===== config.mk =====
export PLATFORM = sky130hd
export DESIGN_NAME = id_ex_register
export DESIGN_NICKNAME = d
export VERILOG_FILES = /design/src/rtl/id_ex_register.sv
export SDC_FILE = /design/constraint.sdc
export NUM_CORES = 1
export LEC_CHECK = 0
export ABC_AREA = 1
export CAP_MARGIN = 20
export CORE_MARGIN = 3
export CORE_UTILIZATION = 46
export CTS_CLUSTER_DIAMETER = 200
export DETAILED_ROUTE_END_ITERATION = 8
export GPL_TIMING_DRIVEN = 0
export PLACE_DENSITY = 0.87
export SETUP_SLACK_MARGIN = 0.02
export SLEW_MARGIN = 20
export SYNTH_ARGS = -nofsm -noshare
export SYNTH_HDL_FRONTEND = slang
export SYNTH_SLANG_ARGS = --single-unit

===== constraint.sdc =====
create_clock -name clk -period 3.7 [get_ports clk]
set_input_delay 0.925 -clock clk [delete_from_list [all_inputs] [get_ports clk]]
set_output_delay 0.925 -clock clk [all_outputs]
set_load 0.005 [all_outputs]

===== src/rtl/id_ex_register.sv =====
// ID/EX pipeline register for the 5-stage MIPS datapath.
// Latches the decoded fields and control bits coming out of ID and
// presents them to EX. It also detects load-use hazards and raises
// `stall`, which freezes PC and IF/ID for one cycle while this stage
// loads a bubble. A bubble is an all-zero payload: NOP `sll $0,$0,0`,
// with alu_op 000, funct 000000 and every control bit cleared.
module id_ex_register #(
    parameter int DATA_W = 32,
    parameter int REG_W  = 5
) (
    input  logic              clk,
    input  logic              reset,      // synchronous, active low
    input  logic              halt,
    input  logic              flush,
    input  logic              valid_in,
    input  logic [5:0]        funct_in,
    input  logic [2:0]        alu_op_in,
    input  logic [REG_W-1:0]  rs_in,
    input  logic [REG_W-1:0]  rt_in,
    input  logic [REG_W-1:0]  rd_in,
    input  logic [4:0]        shamt_in,
    input  logic              uses_rs,
    input  logic              uses_rt,
    input  logic [DATA_W-1:0] data1_in,
    input  logic [DATA_W-1:0] data2_in,
    input  logic [DATA_W-1:0] imm_in,
    input  logic [5:0]        ctrl_in,
    output logic              stall,
    output logic              valid_out,
    output logic [5:0]        funct_out,
    output logic [2:0]        alu_op_out,
    output logic [REG_W-1:0]  rs_out,
    output logic [REG_W-1:0]  rt_out,
    output logic [REG_W-1:0]  rd_out,
    output logic [4:0]        shamt_out,
    output logic [DATA_W-1:0] data1_out,
    output logic [DATA_W-1:0] data2_out,
    output logic [DATA_W-1:0] imm_out,
    output logic [5:0]        ctrl_out
);

    // ctrl layout: {reg_write, mem_read, mem_write, mem_to_reg, reg_dst, alu_src}
    localparam int CTRL_MEM_READ = 4;

    typedef struct packed {
        logic              valid;
        logic [5:0]        funct;
        logic [2:0]        alu_op;
        logic [REG_W-1:0]  rs;
        logic [REG_W-1:0]  rt;
        logic [REG_W-1:0]  rd;
        logic [4:0]        shamt;
        logic [DATA_W-1:0] data1;
        logic [DATA_W-1:0] data2;
        logic [DATA_W-1:0] imm;
        logic [5:0]        ctrl;
    } idex_t;

    idex_t stage_q;
    idex_t stage_d;
    idex_t capture;
    logic  load_in_ex;
    logic  hit_rs;
    logic  hit_rt;

    // Load-use detect: the load in EX writes rt, and the instruction in ID
    // reads that register. $0 is excluded because nothing can write it.
    // halt masks the stall, so the freeze during debug comes only from halt.
    always_comb begin
        load_in_ex = stage_q.valid & stage_q.ctrl[CTRL_MEM_READ] & (stage_q.rt != '0);
        hit_rs     = uses_rs & (rs_in == stage_q.rt);
        hit_rt     = uses_rt & (rt_in == stage_q.rt);
        stall      = load_in_ex & (hit_rs | hit_rt) & valid_in & ~halt;
    end

    // Payload taken from ID. A slot marked not-valid still carries its
    // fields, but its control is cleared so it cannot write anything.
    always_comb begin
        capture        = '0;
        capture.valid  = valid_in;
        capture.funct  = funct_in;
        capture.alu_op = alu_op_in;
        capture.rs     = rs_in;
        capture.rt     = rt_in;
        capture.rd     = rd_in;
        capture.shamt  = shamt_in;
        capture.data1  = data1_in;
        capture.data2  = data2_in;
        capture.imm    = imm_in;
        capture.ctrl   = valid_in ? ctrl_in : 6'b0;
    end

    // Next-state priority is hold, then bubble, then capture. A flush and a
    // stall in the same cycle load a single bubble. After that bubble reaches
    // EX, mem_read is clear, so the stall cannot repeat for the same load.
    always_comb begin
        stage_d = stage_q;
        if (halt) begin
            stage_d = stage_q;
        end else if (flush || stall) begin
            stage_d = '0;
        end else begin
            stage_d = capture;
        end
    end

    // Stage register. Reset takes priority over halt.
    always_ff @(posedge clk) begin
        if (!reset) begin
            stage_q <= '0;
        end else begin
            stage_q <= stage_d;
        end
    end

    assign valid_out  = stage_q.valid;
    assign funct_out  = stage_q.funct;
    assign alu_op_out = stage_q.alu_op;
    assign rs_out     = stage_q.rs;
    assign rt_out     = stage_q.rt;
    assign rd_out     = stage_q.rd;
    assign shamt_out  = stage_q.shamt;
    assign data1_out  = stage_q.data1;
    assign data2_out  = stage_q.data2;
    assign imm_out    = stage_q.imm;
    assign ctrl_out   = stage_q.ctrl;

endmodule


Word-level counts from Yosys, hierarchy flattened
Cells that the tools add are included.
{"block": "word_totals", "register_bits": 132, "input_bits": 138, "output_inout_bits": 133, "wordCells": 26}
{"block": "classes", "n_eq_ne": 2, "muxes": 2, "n_bitwise": 9, "n_reduce_logical": 2}
{"op": "$mux 132", "n": 1}
{"op": "$eq 5x5->1", "n": 2}
{"op": "$and 1x1->1", "n": 7}
{"op": "$mux 6", "n": 1}
{"op": "$reduce_bool 5->1", "n": 1}
{"op": "$logic_or 1x1->1", "n": 1}
{"op": "$not 1->1", "n": 1}
{"op": "$or 1x1->1", "n": 1}

Logic depth before layout (Yosys ltp)
Gate-level depths: netlist (run 1).
{"block": "depth", "word_depth": 8, "mapped_depth": 11, "mapped_depth_nobuf": 9}

Worst setup path after synthesis (run 1)
OpenSTA, ideal clock, no wires.
{"block": "synth_path", "path_type": "input to output", "startpoint": "input halt", "endpoint": "output stall", "arrival_ps": 1666, "required_time_ps": 2775, "path_slack_ps": 1109, "path_stages": 9, "path_buffers": 2, "path_cell_list": "buf_2 -> inv_2 -> nand2_1 -> nor2_1 -> o21ai_1 -> inv_2 -> nand2_4 -> buf_2 -> inv_1"}
{"block": "synth_between", "elab_chain_len": 2}
{"element": "from (decl)", "line": "13", "text": "input logic halt,"}
{"element": "$not 1->1", "line": "73", "text": "stall = load_in_ex & (hit_rs | hit_rt) & valid_in & ~halt;"}
{"element": "$and 1x1->1", "line": "73"}
{"element": "to (decl)", "line": "28", "text": "output logic stall,"}
Every way passes these cells.

Worst setup path after layout (run 1)
{"block": "layout_path", "startpoint": "input rt_in[3]", "endpoint": "output stall"}
{"block": "layout_between", "elab_chain_len": 6}
{"element": "from (decl)", "line": "19", "text": "input logic [REG_W-1:0] rt_in,"}
{"element": "$eq 5x5->1", "line": "72", "text": "hit_rt = uses_rt & (rt_in == stage_q.rt);"}
{"element": "$and 1x1->1", "line": "72"}
{"element": "$or 1x1->1", "line": "73"}
{"element": "$and 1x1->1 (3 in a row)", "line": "73"}
Every way passes these cells.

==> flow_summary.json, run 1 <==
{
  "timing.rr.end": "data1_out[8]",
  "leakage_nw": 4.03,
  "rsz0062_at_grt": "no",
  "cts-root-buf": "clkbuf_16",
  "worstSkewPairLatency_ns": 0.41,
  "finalCritPeriodShare_pct": 94.4,
  "core_area_um2": 12800,
  "holdBufCountCts": 0,
  "cts-buffers-inserted": 17,
  "synth.largest_area_cell": "dfxtp_1",
  "fin_cells": 1384,
  "cp_data_arrival_time_ns": 2.57,
  "overflow": 0,
  "worstPathCellList": "clkdlybuf4s50_1, inv_1, nand2_1, nand2_1, nor2_1, nand3_2, nand2_2, nand2_8, inv_1, clkdlybuf4s50_1",
  "layout_setup_ws_ns": 0.207,
  "grt_pass1_vias": 6522,
  "final_antenna_net_count": 0,
  "syn_area_um2": 6120,
  "critPathSlowestCell": "clkdlybuf4s50_1",
  "cts_tree": "done",
  "insertedDiodeCount": 0,
  "clkSlewWorstSetupHoldPaths_ns": 0.05,
  "viasPerCell": 4.96,
  "grt_pass1_wl_um": 32100,
  "register_area_um2": 2640,
  "synth_cell_types": 18,
  "dp_cells": 1350,
  "hold_viol": 0,
  "place.gp.congestion": 0.950,
  "firstDrtPassIters": 5,
  "nets": 1338,
  "cp_top_family": "buffers and inverters",
  "timing.fmax_ghz": 0.286,
  "fin_setup_tns_ns": 0,
  "worst-path-buf-inv": 4,
  "setup_violations": 0,
  "netSwitchingFraction_pct": 23.5,
  "max_slew_margin_pct": 44.2,
  "wl_per_cell_um": 15.0,
  "yosysSeqAreaShare_pct": 43.2,
  "drt-total-wl_um": 20800,
  "grt_max_degree": 20,
  "final.min_clock_period_ns": 3.49,
  "cp_slowest_stage_delay_ns": 0.49,
  "initial_core_util_pct": 47.7,
  "drive_above_1_share_pct": 7.76,
  "finClkSkew_ns": 0.00777,
  "grt_usage_pct": 27.6,
  "dpl.hpwl_um": 15200,
  "avgSynthCellArea_um2": 6.73,
  "htree_levels": 4,
  "maxSlewViolCount": 0,
  "floorplan.die.height_um": 121,
  "power.density_nw_per_um2": 393,
  "die_w_um": 121,
  "clockBufferDepth": 2,
  "hp-class": "register to register",
  "maxCapViolations": 0,
  "critPathRequiredTime_ns": 2.77,
  "antenna_found_initial": 0,
  "cp-start-kind": "input pin",
  "crit_path_max_fanout": 10,
  "die_area_um2": 14700,
  "hold_path_depth": 2,
  "r2r_start": "rt_out[3]",
  "num-fill-cells": 990,
  "path_class": "input pin to primary output",
  "drtIter0Drc": 521,
  "ys_warn_count": 0,
  "ioPinCount": 271,
  "synth_area_leaders": "dfxtp_1 (43%), a21oi_1 (11%), nand2_1 (9.5%), nor2_1 (9.0%), nand3_1 (7.9%)",
  "synth.top_cell.area_share_pct": 43.2,
  "ff2ff_setup_slack_ns": 1.96,
  "dr_total_vias": 6866,
  "pre_cts_ws_ns": -0.00543,
  "cts_sinks": 132,
  "route.detailed.drc": 0,
  "min_to": "data1_out[31]",
  "internal_power_mw": 2.91,
  "holdWs_ns": 0.461,
  "ir_worst_vdd_mv": 0.315,
  "status": "completed",
  "ys_ff_latch": 132,
  "r2r_cells": 12,
  "p_comb_share_pct": 14.7,
  "synth_nets": 1047,
  "synth_cells": 909,
  "worstHoldStart": "data1_out[31]",
  "p_switching_mw": 0.891,
  "seq_power_share_pct": 39.8,
  "multiInputGateArea_um2": 2660,
  "io_buffer_count": 269,
  "p_clk_share_pct": 45.5,
  "rows": 41,
  "tightestPinTransition_ns": 0.836,
  "endpoint_kind": "primary output",
  "syn_to_final_growth_pct": 58.1
}
synth_stat cells:
cell type	number
nand4_1	1
buf_2	15
nand3_1	96
clkbuf_1	43
clkinv_1	1
inv_2	8
nor2_1	146
inv_1	126
nand2_1	155
o21ai_1	1
buf_6	4
dfxtp_1	132
o21ai_0	7
nand2_2	1
a21oi_1	132
buf_1	8
nand3_2	32
nand2_4	1
worst register-to-register path: stages, from the launching register on:
cell,delay (ns)
dfxtp_1,0.41
inv_2,0.08
nand2_1,0.06
nand2_1,0.05
nor2_1,0.13
nand3_2,0.08
nand2_2,0.14
nand2_8,0.09
buf_4,0.14
buf_6,0.14
buf_6,0.16
nand3_2,0.07
a21oi_1,0.07
power by group through the flow:
stage,clock network [mW],registers [mW],logic [mW]
CTS,1.74,1.51,0.558
floorplan,0,1.54,0.222
global placement,0,1.54,0.544
global route,1.81,1.52,0.613
detailed placement,0,1.54,0.552
finish,1.73,1.51,0.558
per-layer routing:
layer	up-vias	wire (um)	GRT usage, %	share of wire (%)
met1	3084	8140	30.9	39
met4	0	749	12.4	3.6
met5	-	0	0	0
met2	308	10000	47.2	48
li1	3419	-	-	-
met3	55	1880	9.65	9.0
state kept, by name, indices dropped and copies added (netlist names), 3 cells and up:
name / flops
data2_out: 32
alu_op_out: 3
rd_out: 5
data1_out: 32
ctrl_out: 6
rs_out: 5
rt_out: 5
funct_out: 6
imm_out: 32
shamt_out: 5
how the worst max path moves through the flow:
stage               slack, ns  cells after the start  startpoint  endpoint
finish                   0.21                     10    rt_in[3]     stall
global route             0.07                     10    rs_in[1]     stall
CTS                      0.12                     10    rt_in[3]     stall
detailed placement     -0.005                     11    rt_in[3]     stall
global placement       -0.005                     11    rt_in[3]     stall
floorplan                1.11                      9        halt     stall
placed cells by master, fill, tap and decap left out, types with 4 or more instances in the layout:
| master | count |
|---|---|
| o21ai_0 | 7 |
| buf_4 | 4 |
| clkinv_2 | 4 |
| buf_2 | 14 |
| nand2_1 | 155 |
| clkbuf_16 | 17 |
| clkbuf_8 | 4 |
| nor2_1 | 146 |
| inv_1 | 126 |
| buf_1 | 8 |
| clkbuf_1 | 44 |
| a21oi_1 | 132 |
| dfxtp_1 | 132 |
| buf_6 | 4 |
| nand3_1 | 96 |
| clkdlybuf4s50_1 | 269 |
| inv_2 | 8 |
| nand3_2 | 32 |
final cells by class:
class | count | share of cell area [%]
timing repair buffer | 273 | 28.2
clock inverter | 9 | 1.31
inverter | 135 | 5.24
tap | 172 | 2.23
sequential | 132 | 27.3
clock buffer | 22 | 5.01
multi-input combinational | 572 | 27.6
buffer | 69 | 3.17
through the flow:
| stage | area, um2 | utilization, % | total power, mW |
|---|---|---|---|
| floorplan | 6120 | - | 1.76 |
| global placement | 9020 | 70.4 | 2.08 |
| detailed placement | 9020 | 70.4 | 2.09 |
| CTS | 9630 | 75.1 | 3.81 |
| global route | 9670 | 75.4 | 3.94 |
| finish | 9670 | 75.4 | 3.80 |
repair_timing:
action                     CTS  global route
pin swaps                    0             1
hold endpoints to repair     0             0
setup endpoints to repair    1             1
gates resized for setup      0             1
setup buffers                0             4
cell families after synthesis:
group | count (synthesis) | synth area share (%)
buffers and inverters | 205 | 13.4
flip-flops | 132 | 43.2
AO/OA/AOI/OAI | 140 | 11.5
AND/OR/NAND/NOR | 432 | 32.0
No activity file was read; power rests on OpenSTA's default activity.
==> run 2: changes to the inputs <==
--- a/config.mk
+++ b/config.mk
@@ -9,7 +9,6 @@
 export CAP_MARGIN = 20
 export CORE_MARGIN = 3
 export CORE_UTILIZATION = 46
-export CTS_CLUSTER_DIAMETER = 200
 export DETAILED_ROUTE_END_ITERATION = 8
 export GPL_TIMING_DRIVEN = 0
 export PLACE_DENSITY = 0.87
==> results of run 2 <==
No change in the layout: final DEF, timing and power equal those of run 1.
==> run 3: changes to the inputs <==
--- a/config.mk
+++ b/config.mk
@@ -12,6 +12,7 @@
 export DETAILED_ROUTE_END_ITERATION = 8
 export GPL_TIMING_DRIVEN = 0
 export PLACE_DENSITY = 0.87
+export RECOVER_POWER = 25
 export SETUP_SLACK_MARGIN = 0.02
 export SLEW_MARGIN = 20
 export SYNTH_ARGS = -nofsm -noshare
==> run 3 against run 2 <==
Compared with the run above: global-route usage did not move; clock-buffer cell count did not move; clock power barely moved; critical path type unchanged; largest cell class unchanged; highest routed layer unchanged.
==> flow_summary.json, run 3 (synthesis results as in run 1) <==
{
  "cts-buffers-inserted": 17,
  "power.density_nw_per_um2": 392,
  "finalCritPeriodShare_pct": 94.4,
  "grt_max_degree": 20,
  "holdWs_ns": 0.461,
  "worst-path-buf-inv": 4,
  "maxCapViolations": 0,
  "final_area_um2": 9670,
  "hold_path_depth": 2,
  "drtIter0Drc": 518,
  "cp_slowest_stage_delay_ns": 0.49,
  "timing.fmax_ghz": 0.286,
  "die_w_um": 121,
  "drive_above_1_share_pct": 7.67,
  "grt_pass1_vias": 6522,
  "cp_data_arrival_time_ns": 2.57,
  "ir_worst_vdd_mv": 0.314,
  "route.detailed.drc": 0,
  "htree_levels": 4,
  "insertedDiodeCount": 0,
  "status": "completed",
  "rsz0062_at_grt": "no",
  "placed_area_um2": 9020,
  "path_depth": 10,
  "cts_sinks": 132,
  "fin_setup_tns_ns": 0,
  "io_buffer_count": 269,
  "critPathRequiredTime_ns": 2.77,
  "overflow": 0,
  "maxSlewViolCount": 0,
  "final.min_clock_period_ns": 3.49,
  "final_cell_mix": "clkdlybuf4s50_1 (210), nand2_1 (155), nor2_1 (146), a21oi_1 (132), dfxtp_1 (132)",
  "initial_core_util_pct": 47.7,
  "max_slew_margin_pct": 44.8,
  "hp-class": "register to register",
  "endpoint_kind": "primary output",
  "crit_path_max_fanout": 10,
  "place.gp.congestion": 0.950,
  "hold_viol": 0,
  "cp_top_family": "buffers and inverters",
  "finClkSkew_ns": 0.00778,
  "leakage_nw": 4.21,
  "cp-start-kind": "input pin",
  "dr_total_vias": 6839,
  "tightestPinTransition_ns": 0.828,
  "rows": 41,
  "final_common_cell": "clkdlybuf4s50_1",
  "grt_pass1_wl_um": 32100,
  "die_area_um2": 14700,
  "grt_usage_pct": 27.6,
  "num-fill-cells": 991,
  "worstPathCellList": "clkdlybuf4s50_1, inv_1, nand2_1, nand2_1, nor2_1, nand3_2, nand2_2, nand2_8, inv_1, clkdlybuf4s50_1",
  "setup_violations": 0,
  "syn_to_final_growth_pct": 58.1,
  "core_area_um2": 12800,
  "holdBufCountCts": 0,
  "dpl.hpwl_um": 15200,
  "cts_tree": "done",
  "firstDrtPassIters": 5,
  "r2r_cells": 12,
  "path_class": "input pin to primary output",
  "clockBufferDepth": 2,
  "nets": 1338,
  "worstSkewPairLatency_ns": 0.41,
  "antenna_found_initial": 0,
  "viasPerCell": 4.94,
  "cts-root-buf": "clkbuf_16",
  "final_antenna_net_count": 0,
  "clkSlewWorstSetupHoldPaths_ns": 0.06,
  "drt-total-wl_um": 20700,
  "wl_per_cell_um": 15.0,
  "critPathSlowestCell": "clkdlybuf4s50_1",
  "floorplan.die.height_um": 121,
  "final_util_pct": 75.4,
  "ioPinCount": 271
}
==> run 3: cell count changes in the layout (fill, tap and decap cells not counted) <==
cell and change:
buf_2 -1, dlygate4sd3_1 +59, clkbuf_1 +1, clkdlybuf4s50_1 -59
==> run 3: worst register-to-register path: cells and delay by family (launching register included) <==
kind	cells	cell delay [ns]
buf+inv	4	0.52
simple gates	7	0.61
compound gates	1	0.07
flops	1	0.41
==> run 3: per-layer routing <==
layer  track usage, %  part of all wire, %
met1             30.9                   39
met2             47.2                   48
met3             9.65                  9.0
met4             12.4                  3.7
met5                0                    0
==> run 3: final cells by class <==
cell class              count  area, um2  share of cell area (%)
plain buffers              69        305                    3.16
flip-flops and latches    132       2640                    27.3
inverters                 135        507                    5.24
clock buffers              22        484                    5.01
clock inverters             9        126                    1.31
repair buffers            273       2720                    28.2
multi-input cells         572       2660                    27.6
well taps                 172        215                    2.23
==> run 3: through the flow <==
stage	setup slack [ns]	cells	power (mW)
after floorplan	1.11	909	1.76
after detailed placement	-0.00543	1350	2.09
after global placement	-0.00472	1350	2.08
final	0.209	1384	3.79
after global routing	0.0707	1384	3.93
after CTS	0.122	1380	3.81
==> run 3: repair_timing <==
action | CTS | global route
pin swaps | 0 | 1
setup endpoints to repair | 1 | 1
gates resized for setup | 0 | 1
buffers inserted | 0 | 4
==> run 3: worst paths after layout <==
check           startpoint  slack [ns]       endpoint
min reg2reg  data1_out[30]        0.46  data1_out[30]
min          data1_out[30]        0.46  data1_out[30]
max               rt_in[3]        0.21          stall
max reg2reg      rt_out[3]        1.96   data1_out[8]
==> run 3: power breakdown <==
| part | internal, mW | switching (mW) |
|---|---|---|
| Combinational | 0.296 | 0.254 |
| Clock | 1.12 | 0.603 |
| Sequential | 1.48 | 0.0308 |
